--- config.mk ---
export PLATFORM = sky130hd
export DESIGN_NAME = a_fu_sched
export DESIGN_NICKNAME = d
export VERILOG_FILES = /design/src/rtl/a_fu_sched.sv
export SDC_FILE = /design/constraint.sdc
export NUM_CORES = 1
export LEC_CHECK = 0
export CAP_MARGIN = 20
export CELL_PAD_IN_SITES_DETAIL_PLACEMENT = 0
export CELL_PAD_IN_SITES_GLOBAL_PLACEMENT = 1
export CORE_UTILIZATION = 37
export CTS_CLUSTER_SIZE = 28
export DETAILED_ROUTE_END_ITERATION = 7
export PLACE_DENSITY = 0.81
export SETUP_SLACK_MARGIN = 0.15
export SLEW_MARGIN = 40
export SYNTH_ARGS = -nofsm -noshare
export SYNTH_HDL_FRONTEND = slang
export SYNTH_SLANG_ARGS = --single-unit
export TNS_END_PERCENT = 30
--- constraint.sdc ---
create_clock -name clk -period 2.4 [get_ports clk]
set_input_delay 0.24 -clock clk [delete_from_list [all_inputs] [get_ports clk]]
set_output_delay 0.24 -clock clk [all_outputs]
set_load 0.02 [all_outputs]
--- src/rtl/a_fu_sched.sv ---
// Issue and write-back scheduler for the A-register add (030/031) and multiply (032) units.
// The single A write port is reserved at issue time via a shift register of write-back slots.
module a_fu_sched #(
  parameter int ADD_LAT = 2,
  parameter int MUL_LAT = 6
) (
  input  logic       clk,
  input  logic       rst,
  input  logic       i_issue_valid,
  input  logic [6:0] i_instr,
  input  logic [2:0] i_ai,
  input  logic [2:0] i_aj,
  input  logic [2:0] i_ak,
  output logic       o_issue_ready,
  output logic       o_add_go,
  output logic       o_mul_go,
  output logic [7:0] o_a_busy,
  output logic       o_wb_valid,
  output logic [2:0] o_wb_addr,
  output logic       o_wb_sel
);

  // Slot k is written back k cycles after the current one; slot 0 drives the write port.
  logic [MUL_LAT-1:0] slot_valid_q, slot_valid_d;
  logic [MUL_LAT-1:0] slot_sel_q,   slot_sel_d;
  logic [2:0]         slot_addr_q [MUL_LAT];
  logic [2:0]         slot_addr_d [MUL_LAT];
  logic [7:0]         busy_q, busy_d;

  logic is_add;
  logic is_mul;
  logic regs_free;
  logic add_slot_free;
  logic accept_add;
  logic accept_mul;

  assign is_add = (i_instr == 7'o030) || (i_instr == 7'o031);
  assign is_mul = (i_instr == 7'o032);

  assign regs_free = !busy_q[i_ai] && !busy_q[i_aj] && !busy_q[i_ak];

  // An add lands ADD_LAT cycles out; only an earlier multiply can already own that slot.
  // A multiply targets the farthest slot, which nothing else ever loads.
  assign add_slot_free = !slot_valid_q[ADD_LAT];

  always_comb begin
    o_issue_ready = 1'b0;
    if (!rst) begin
      if (is_add) begin
        o_issue_ready = regs_free && add_slot_free;
      end else if (is_mul) begin
        o_issue_ready = regs_free;
      end else begin
        o_issue_ready = 1'b1;
      end
    end
  end

  assign accept_add = i_issue_valid && o_issue_ready && is_add;
  assign accept_mul = i_issue_valid && o_issue_ready && is_mul;
  assign o_add_go   = accept_add;
  assign o_mul_go   = accept_mul;

  genvar gi;
  generate
    for (gi = 0; gi < MUL_LAT; gi++) begin : g_slot
      if (gi == MUL_LAT - 1) begin : g_top
        assign slot_valid_d[gi] = accept_mul;
        assign slot_sel_d[gi]   = accept_mul;
        assign slot_addr_d[gi]  = accept_mul ? i_ai : 3'd0;
      end else if (gi == ADD_LAT - 1) begin : g_add_entry
        assign slot_valid_d[gi] = accept_add ? 1'b1 : slot_valid_q[gi+1];
        assign slot_sel_d[gi]   = accept_add ? 1'b0 : slot_sel_q[gi+1];
        assign slot_addr_d[gi]  = accept_add ? i_ai : slot_addr_q[gi+1];
      end else begin : g_shift
        assign slot_valid_d[gi] = slot_valid_q[gi+1];
        assign slot_sel_d[gi]   = slot_sel_q[gi+1];
        assign slot_addr_d[gi]  = slot_addr_q[gi+1];
      end
    end
  endgenerate

  // A write-back and a new reservation never target the same register,
  // because the destination of an accepted issue must not be busy.
  always_comb begin
    busy_d = busy_q;
    if (slot_valid_q[0]) begin
      busy_d[slot_addr_q[0]] = 1'b0;
    end
    if (accept_add || accept_mul) begin
      busy_d[i_ai] = 1'b1;
    end
  end

  always_ff @(posedge clk) begin
    if (rst) begin
      slot_valid_q <= '0;
      slot_sel_q   <= '0;
      busy_q       <= 8'h00;
      for (int k = 0; k < MUL_LAT; k++) begin
        slot_addr_q[k] <= 3'd0;
      end
    end else begin
      slot_valid_q <= slot_valid_d;
      slot_sel_q   <= slot_sel_d;
      busy_q       <= busy_d;
      for (int k = 0; k < MUL_LAT; k++) begin
        slot_addr_q[k] <= slot_addr_d[k];
      end
    end
  end

  assign o_a_busy   = busy_q;
  assign o_wb_valid = slot_valid_q[0];
  assign o_wb_addr  = slot_addr_q[0];
  assign o_wb_sel   = slot_sel_q[0];

endmodule

# Word level (Yosys, flattened, before mapping)
# Memories as Yosys holds them, arrays and structs flattened.
# Cells that the tools add are included.
# Widths: inputs -> output; s select.
# totals
ff_bits	20
mem_bits_rw	18
inputBits	19
output_inout_bits	16
mem_count	1
# mem_list
memory	words	width	read_ports	rd_clocked_by_memory_dff	wr	line_no	rtl
slot_addr_q	6	3	6	0	6	26	logic [2:0] slot_addr_q [MUL_LAT];
# op_classes
order_cmp	6
eq_ne	3
mux	27
bitwise_logic	9
reduce_logical	15
# op_table
op	count
$mux 3	8
$eq 7x5->1 const B	3
$lt 3x4->1 const B	4
$mux 8	2
$mux 1	12
$bmux 1 s3	3
$and 8x8->8	1
$logic_and 1x1->1	8
$not 8->8	1
$or 8x8->8	1
$demux 1 s3	2
$ge 3x1->1 const B	2
$or 1x1->1	6
$logic_not 1->1	4
$logic_or 1x1->1	2
$reduce_or 2->1	1

# Logic depth before layout (Yosys ltp)
# Gate-level depths: netlist (run 1).
# logic_depth
ltp_word	12
depth_mapped	6

# Least setup slack after synthesis (run 1)
# No wires, ideal clock.
# synth_path
path_type	register to output
start	reg busy_q[7] (netlist: o_a_busy[7])
end	out o_issue_ready
t_arrival_ps	1956
required_time_ps	2160
setup_slack_ps	204
stages_incl_launch_ff	6
path_cell_list	dfxtp_1 > mux2_1 > mux4_2 > and4bb_4 > a221oi_1 > nor2_1
# synth_via
elab_chain_len	8
elab_cells_between_ends	15
classes_between	9 x mux; 6 x reduce/logical
# synth_lines
item	line_no	rtl
start: declaration	28	logic [7:0] busy_q, busy_d;
start signal: assignment	106	busy_q <= busy_d;
$bmux 1 s3	40	assign regs_free = !busy_q[i_ai] && !busy_q[i_aj] && !busy_q[i_ak];
$mux 1 (not written as such)	40	
$logic_not 1->1	40	
$logic_and 1x1->1	40	
$logic_and 1x1->1 (*)	40	
$mux 1 / $logic_and 1x1->1 (equally long branches)	51, 50	
$mux 1 (*)	49	if (is_add) begin
$mux 1 (*)	48	if (!rst) begin
end: declaration	14	output logic o_issue_ready,
# Mark *: on every way between the ends. The rest lies on a longest branch, timed or not. The select of a mux whose other input is x is not followed.

# Worst setup path after layout (run 1)
# layout_path
start	in i_ak[1]
end	out o_issue_ready
# layout_via
elab_chain_len	7
elab_cells_between_ends	8
classes_between	5 x mux; 3 x reduce/logical
# layout_lines
item	line_no	rtl
start: declaration	13	input logic [2:0] i_ak,
$bmux 1 s3 (*)	40	
$mux 1 (not written as such) (*)	40	
$logic_not 1->1 (*)	40	
$logic_and 1x1->1 (*)	40	
$mux 1 / $logic_and 1x1->1 (equally long branches)	51, 50	
$mux 1 (*)	49	
$mux 1 (*)	48	
# Marks and branches as above.

==> results of run 1 <==
[Yosys cell counts, drive strengths merged (2+ instances only)]
| cell type | instances | area [um^2] |
|---|---|---|
| nand4b | 2 | 23.77 |
| dfxtp | 34 | 680.7 |
| clkbuf | 5 | 18.77 |
| o21ai | 8 | 40.04 |
| nand3b | 2 | 15.01 |
| mux2 | 4 | 45.04 |
| o311ai | 7 | 61.31 |
| and2 | 3 | 18.77 |
| nand2 | 12 | 45.04 |
| nand2b | 6 | 37.54 |
| mux4 | 3 | 67.56 |
| nand3 | 4 | 32.53 |
| nor2 | 4 | 15.01 |
| nor4 | 3 | 25.02 |
| nor2b | 18 | 112.6 |
| inv | 3 | 11.26 |
| mux2i | 9 | 90.09 |
[flip-flops by register name, indices dropped and copies added (netlist names)]
register / flops
o_a_busy: 8
slot_addr_q: 18
slot_sel_q: 2
slot_valid_q: 6
[per-stage QoR]
stage,cells,worst slack [ps],hold slack (ps),TNS [ps]
after global placement,231,-603.9,418.1,-2737
after CTS,237,82.87,434.7,0
after detailed placement,231,-645.2,422.8,-3372
final,237,96.08,433.8,0
after global routing,237,27.43,451.3,0
after floorplan,136,204.2,318.7,0
[logic make-up (layout without fill, tap and decap cells)]
logic type | after synthesis | in the layout | share of synthesized area (%)
AND/OR/NAND/NOR | 59 | 59 | 26.68
flip-flops | 34 | 34 | 48.06
AO/OA/AOI/OAI | 18 | 18 | 8.569
multiplexers | 16 | 16 | 14.31
buffers and inverters | 9 | 62 | 2.385
[layer usage]
metal  up-vias  routed length [um]
met5         -                   0
met3         4                 141
met1       555                1393
li1        589                   -
met4         0                  49
met2        30                1648
[power by group through the flow]
stage	logic (mW)	clock network [mW]	registers [mW]
finish	0.0804	0.399	0.565
global route	0.0867	0.447	0.565
CTS	0.0807	0.419	0.565
detailed placement	0.0804	0	0.578
global placement	0.0792	0	0.578
floorplan	0.0307	0	0.578
[layout make-up]
type                       instances  area share (%)
multi-input combinational         93           35.81
sequential                        34           33.54
tap                               48           2.943
timing repair buffer              53           23.11
clock buffer                       6           4.047
inverter                           3          0.5518
[timing repair]
action,CTS,global route
pin swaps,3,3
gates resized for setup,25,2
setup endpoints to repair,8,3
endpoints found under the hold margin,0,0
[how the worst max path moves through the flow]
stage,startpoint,to,slack (ps),cells after the start
finish,i_ak[1],o_issue_ready,100,7
global route,o_a_busy[5],o_issue_ready,30,6
CTS,o_a_busy[6],o_issue_ready,80,6
detailed placement,i_ak[1],o_issue_ready,-650,7
global placement,i_ak[1],o_issue_ready,-600,7
floorplan,o_a_busy[7],o_issue_ready,200,5
==> metrics, run 1 <==
CP max-delay cell mux4_2; met1 usage in global routing 19.25%; commonest cells after routing, fill and taps aside dfxtp_1 (31), clkdlybuf4s50_1 (29), buf_4 (21), nor2b_1 (18), nand2_1 (12); vias in the first global route 1136; Switch Pwr 0.2130 mW; via count 1178; Hold Crit Depth 1; period utilization 96.00%; mapped cell area 0.001416 mm^2; placed instance area 0.001937 mm^2; port bufs 34; Hold Startpoint slot_addr_q[1][2]; setup violators final 0; Fillers 338; fin area 0.002041 mm^2; die height 63.87 um; Period minus WS final 2304 ps; syn nets 155; GRT overflow 0; core area 0.003661 mm^2; reg-to-reg setup timing slack 370 ps; CTS tree built; Hold/Removal Path Class flop to flop; post-synthesis cell type count 30; Residual DRC 0; clock tree buffer depth 2; placer congestion estimate 0.8281; WL/cell 13.64 um; final wirelength 3232 um; Final Hold Viols 0; initial antenna violation count 0; largest net degree at the start of global routing 22; register share of total power 54.1%; Antenna Violating Nets Remaining 0; CP Capture Type output port; met3 usage 4.464%; RR Startpoint o_a_busy[5]; Setup Buffers After CTS 0; outcome completed; Die W 63.87 um; Sw Share 20.40%; Worst Path Required 2160 ps; CP max stage delay 520 ps; Starting Density 38.69%; share of layout cells above drive strength 1 23.81%; CP Data Arrival Time 2060 ps; WP buf/inv 2; hold_buf cts 0; Area growth syn-to-layout 44.08%; Sequential Area 684.4 um^2; first-pass GRT wire length 5216 um; H-tree depth 2; total CTS buffers 5; flops & latches, synth 34; Main synth FF type dfxtp_1; initial drt markers 33; EDFF count, synth 0; I/O Pins 35; count of mapped cells out of synthesis 136; R2R Path End o_a_busy[2]; total track usage 17.05%; Core Util, Final 55.74%; clk sinks 34; via density per instance 4.970; Pint 0.8311 mW; Slew HR 70.71%; Cell Chain, Critical Path clkdlybuf4s15_1 > mux2_2 > mux4_2 > and4bb_4 > a221oi_2 > nor2_1 > buf_4; Fmax 434.0 MHz; router iterations before antenna repair 4; Leak Pwr 0.7976 nW; Worst Tran Pin Value 435.3 ps; syn avg cell area 10.41 um^2; Worst Reg2Reg Path Length in Cells 6; pwr dens 511.6 mW/mm^2; Multi-input gate area 730.7 um^2; grt met2 use 30.19%; startpoint types input pin; unrepaired setup endpoints after global routing yes; Max FO, Critical Path 4; critical path class input pin to output port; DPL Wire Length 2535 um; sequential area share after synthesis 48.06%; max-cap viol count 0; Nets 209; Clock Latency Late Sink 280 ps; Die ar. 0.004079 mm^2; Worst Hold End slot_addr_q[0][2]; Rows 22; Logic pwr share 7.7%; crit-path leading delay family multiplexers; Ant. Diodes 0; ys async rst share 0%; Setup Skew 3.064 ps; yosys warns 0; final-report max-slew violation count 0; most utilized layer in the global route result met2; VDD IR-drop max 0.0003627 V; Power, Total 1.044 mW; CTS root buf clkbuf_8; CTS clock-pin slew for the worst setup and hold paths 60 ps; power share of the clock group 38.2%; commonest non-fill, non-tap cell in the layout dfxtp_1
Note: power is estimated with default switching activity, not from simulation.
==> run 2, diff against run 1 <==
ABC_AREA = 0   (was not set)
==> results of run 2 <==
No change in the layout: final DEF, timing and power equal those of run 1.
==> run 3, diff against run 2 <==
GPL_TIMING_DRIVEN = 0   (was not set)
==> metrics, run 3 (synthesis gave the netlist of run 1 again) <==
final wirelength 3306 um (was 3232 um); Hold Startpoint i_ai[2] (was slot_addr_q[1][2]); Leak Pwr 0.7514 nW (was 0.7976 nW); placer congestion estimate 0.8283 (was 0.8281); vias in the first global route 1182 (was 1136); Ant. Diodes 0 (unchanged); die height 63.87 um (unchanged); share of layout cells above drive strength 1 22.83% (was 23.81%); Die ar. 0.004079 mm^2 (unchanged); max-cap viol count 0 (unchanged); Worst Tran Pin Value 666.4 ps (was 435.3 ps); Antenna Violating Nets Remaining 0 (unchanged); Setup Skew 4.801 ps (was 3.064 ps); CTS root buf clkbuf_8 (unchanged); Max FO, Critical Path 4 (unchanged); initial antenna violation count 0 (unchanged); clock tree buffer depth 2 (unchanged); Nets 202 (was 209); Starting Density 38.69% (unchanged); Fillers 330 (was 338); max reg flops 18 (unchanged); I/O Pins 35 (unchanged); final-report max-slew violation count 0 (unchanged); core area 0.003661 mm^2 (unchanged); worst hold slack 348.8 ps (was 433.8 ps); Area growth syn-to-layout 41.34% (was 44.08%); Final Hold Viols 0 (unchanged); total CTS buffers 5 (unchanged); hold_buf cts 0 (unchanged); DPL Wire Length 2429 um (was 2535 um); CP Data Arrival Time 2080 ps (was 2060 ps); Worst Path Required 2160 ps (about the same); clk sinks 34 (unchanged); via density per instance 4.978 (was 4.970); fin cells 232 (was 237); period utilization 96.83% (was 96.00%); CP max-delay cell clkdlybuf4s50_1 (was mux4_2); Residual DRC 0 (unchanged); RR Startpoint o_a_busy[0] (was o_a_busy[5]); pwr dens 531.5 mW/mm^2 (was 511.6 mW/mm^2); critical path class input pin to output port (unchanged); CTS tree built (unchanged); setup violators final 0 (unchanged); CTS clock-pin slew for the worst setup and hold paths 60 ps (about the same); port bufs 31 (was 34); total track usage 18.40% (was 17.05%); CP Capture Type output port (unchanged); via count 1155 (was 1178); commonest cells after routing, fill and taps aside clkdlybuf4s50_1 (27), dfxtp_1 (26), nor2b_1 (18), nand2_1 (12), buf_4 (10) (was dfxtp_1 (31), clkdlybuf4s50_1 (29), buf_4 (21), nor2b_1 (18), nand2_1 (12)); Fmax 430.3 MHz (was 434.0 MHz); startpoint types input pin (unchanged); outcome completed (unchanged); Slew HR 55.48% (was 70.71%); first-pass GRT wire length 5623 um (was 5216 um); commonest non-fill, non-tap cell in the layout clkdlybuf4s50_1 (was dfxtp_1); CP startpoint rst (was i_ak[1]); VDD IR-drop max 0.0005086 V (was 0.0003627 V); CP max stage delay 480 ps (was 520 ps); H-tree depth 2 (unchanged); largest net degree at the start of global routing 12 (was 22); GRT overflow 0 (unchanged); unrepaired setup endpoints after global routing yes (unchanged); WL/cell 14.25 um (was 13.64 um); initial drt markers 28 (was 33); Largest Register slot_addr_q (unchanged); Hold/Removal Path Class input pin to flop (was flop to flop); Cell Chain, Critical Path clkdlybuf4s50_1 > nor4bb_1 > and3_1 > nand3b_1 > nor4_4 > clkdlybuf4s15_2 (was clkdlybuf4s15_1 > mux2_2 > mux4_2 > and4bb_4 > a221oi_2 > nor2_1 > buf_4); Die W 63.87 um (unchanged); dpl cells 215 (was 231); Period minus WS final 2324 ps (was 2304 ps); Clock Latency Late Sink 280 ps (about the same); Rows 22 (unchanged); router iterations before antenna repair 4 (unchanged)
==> run 3: changes by cell type in the layout (fill, tap and decap cells not counted), sizes merged <==
cell,delta
clkinv,+1
buf,-11
clkinvlp,+1
clkbuf,+5
clkdlybuf4s15,+2
dlygate4sd2,-1
clkdlybuf4s50,-2
==> run 3: cell type report <==
| type | count | area [um^2] | share of cell area [%] |
|---|---|---|---|
| Buffer | 6 | 23.77 | 1.188 |
| Clock buffer | 6 | 82.58 | 4.125 |
| Clock inverter | 2 | 12.51 | 0.6250 |
| Inverter | 3 | 11.26 | 0.5625 |
| Multi-Input combinational cell | 93 | 734.5 | 36.69 |
| Sequential cell | 34 | 700.7 | 35.00 |
| Tap cell | 48 | 60.06 | 3.000 |
| Timing Repair Buffer | 40 | 376.6 | 18.81 |
==> run 3: worst paths after layout <==
path         slack [ps]           endpoint  cells after the start
max                  80           o_mul_go                      6
min                 350  slot_addr_q[5][2]                      2
max reg2reg         370        o_a_busy[7]                      6
min reg2reg         440  slot_addr_q[0][1]                      1
==> run 3: worst max-delay path: cells and delay by family <==
| kind | cells | cell delay (ps) |
|---|---|---|
| and+or+nand+nor | 4 | 1050 |
| buffers and inverters | 2 | 800 |
==> run 3: through the flow <==
step / worst slack [ps] / area [um^2] / TNS [ps] / utilization [%] / total power, mW
after floorplan: 204.2 / 1416 / 0 / - / 0.6088
after global placement: -697.4 / 1787 / -2370 / 48.80 / 0.6473
after detailed placement: -709.7 / 1787 / -2853 / 48.80 / 0.6486
after CTS: 83.67 / 2002 / 0 / 54.68 / 1.080
after global routing: 20.76 / 2002 / 0 / 54.68 / 1.118
final: 76.04 / 2002 / 0 / 54.68 / 1.064
==> run 3: repair_timing <==
action	in CTS	in global routing
gates resized for setup	31	0
setup endpoints to repair	3	3
pin swaps	3	0
setup buffers	9	0
==> run 3: metal layers <==
layer  GRT usage [%]  vias to the layer above  share of wire, %
met5               0                        -                 0
met4           6.534                        0              0.39
met3           5.357                        2               4.7
met2           32.18                       33                52
met1           21.10                      538                43
li1                -                      582                 -
==> run 3: power by group <==
| part | total [mW] | internal (mW) | switching, mW |
|---|---|---|---|
| registers | 0.561 | 0.560 | 0.000390 |
| clock network | 0.431 | 0.230 | 0.200 |
| logic | 0.0729 | 0.0378 | 0.0351 |
| total | 1.06 | 0.828 | 0.236 |
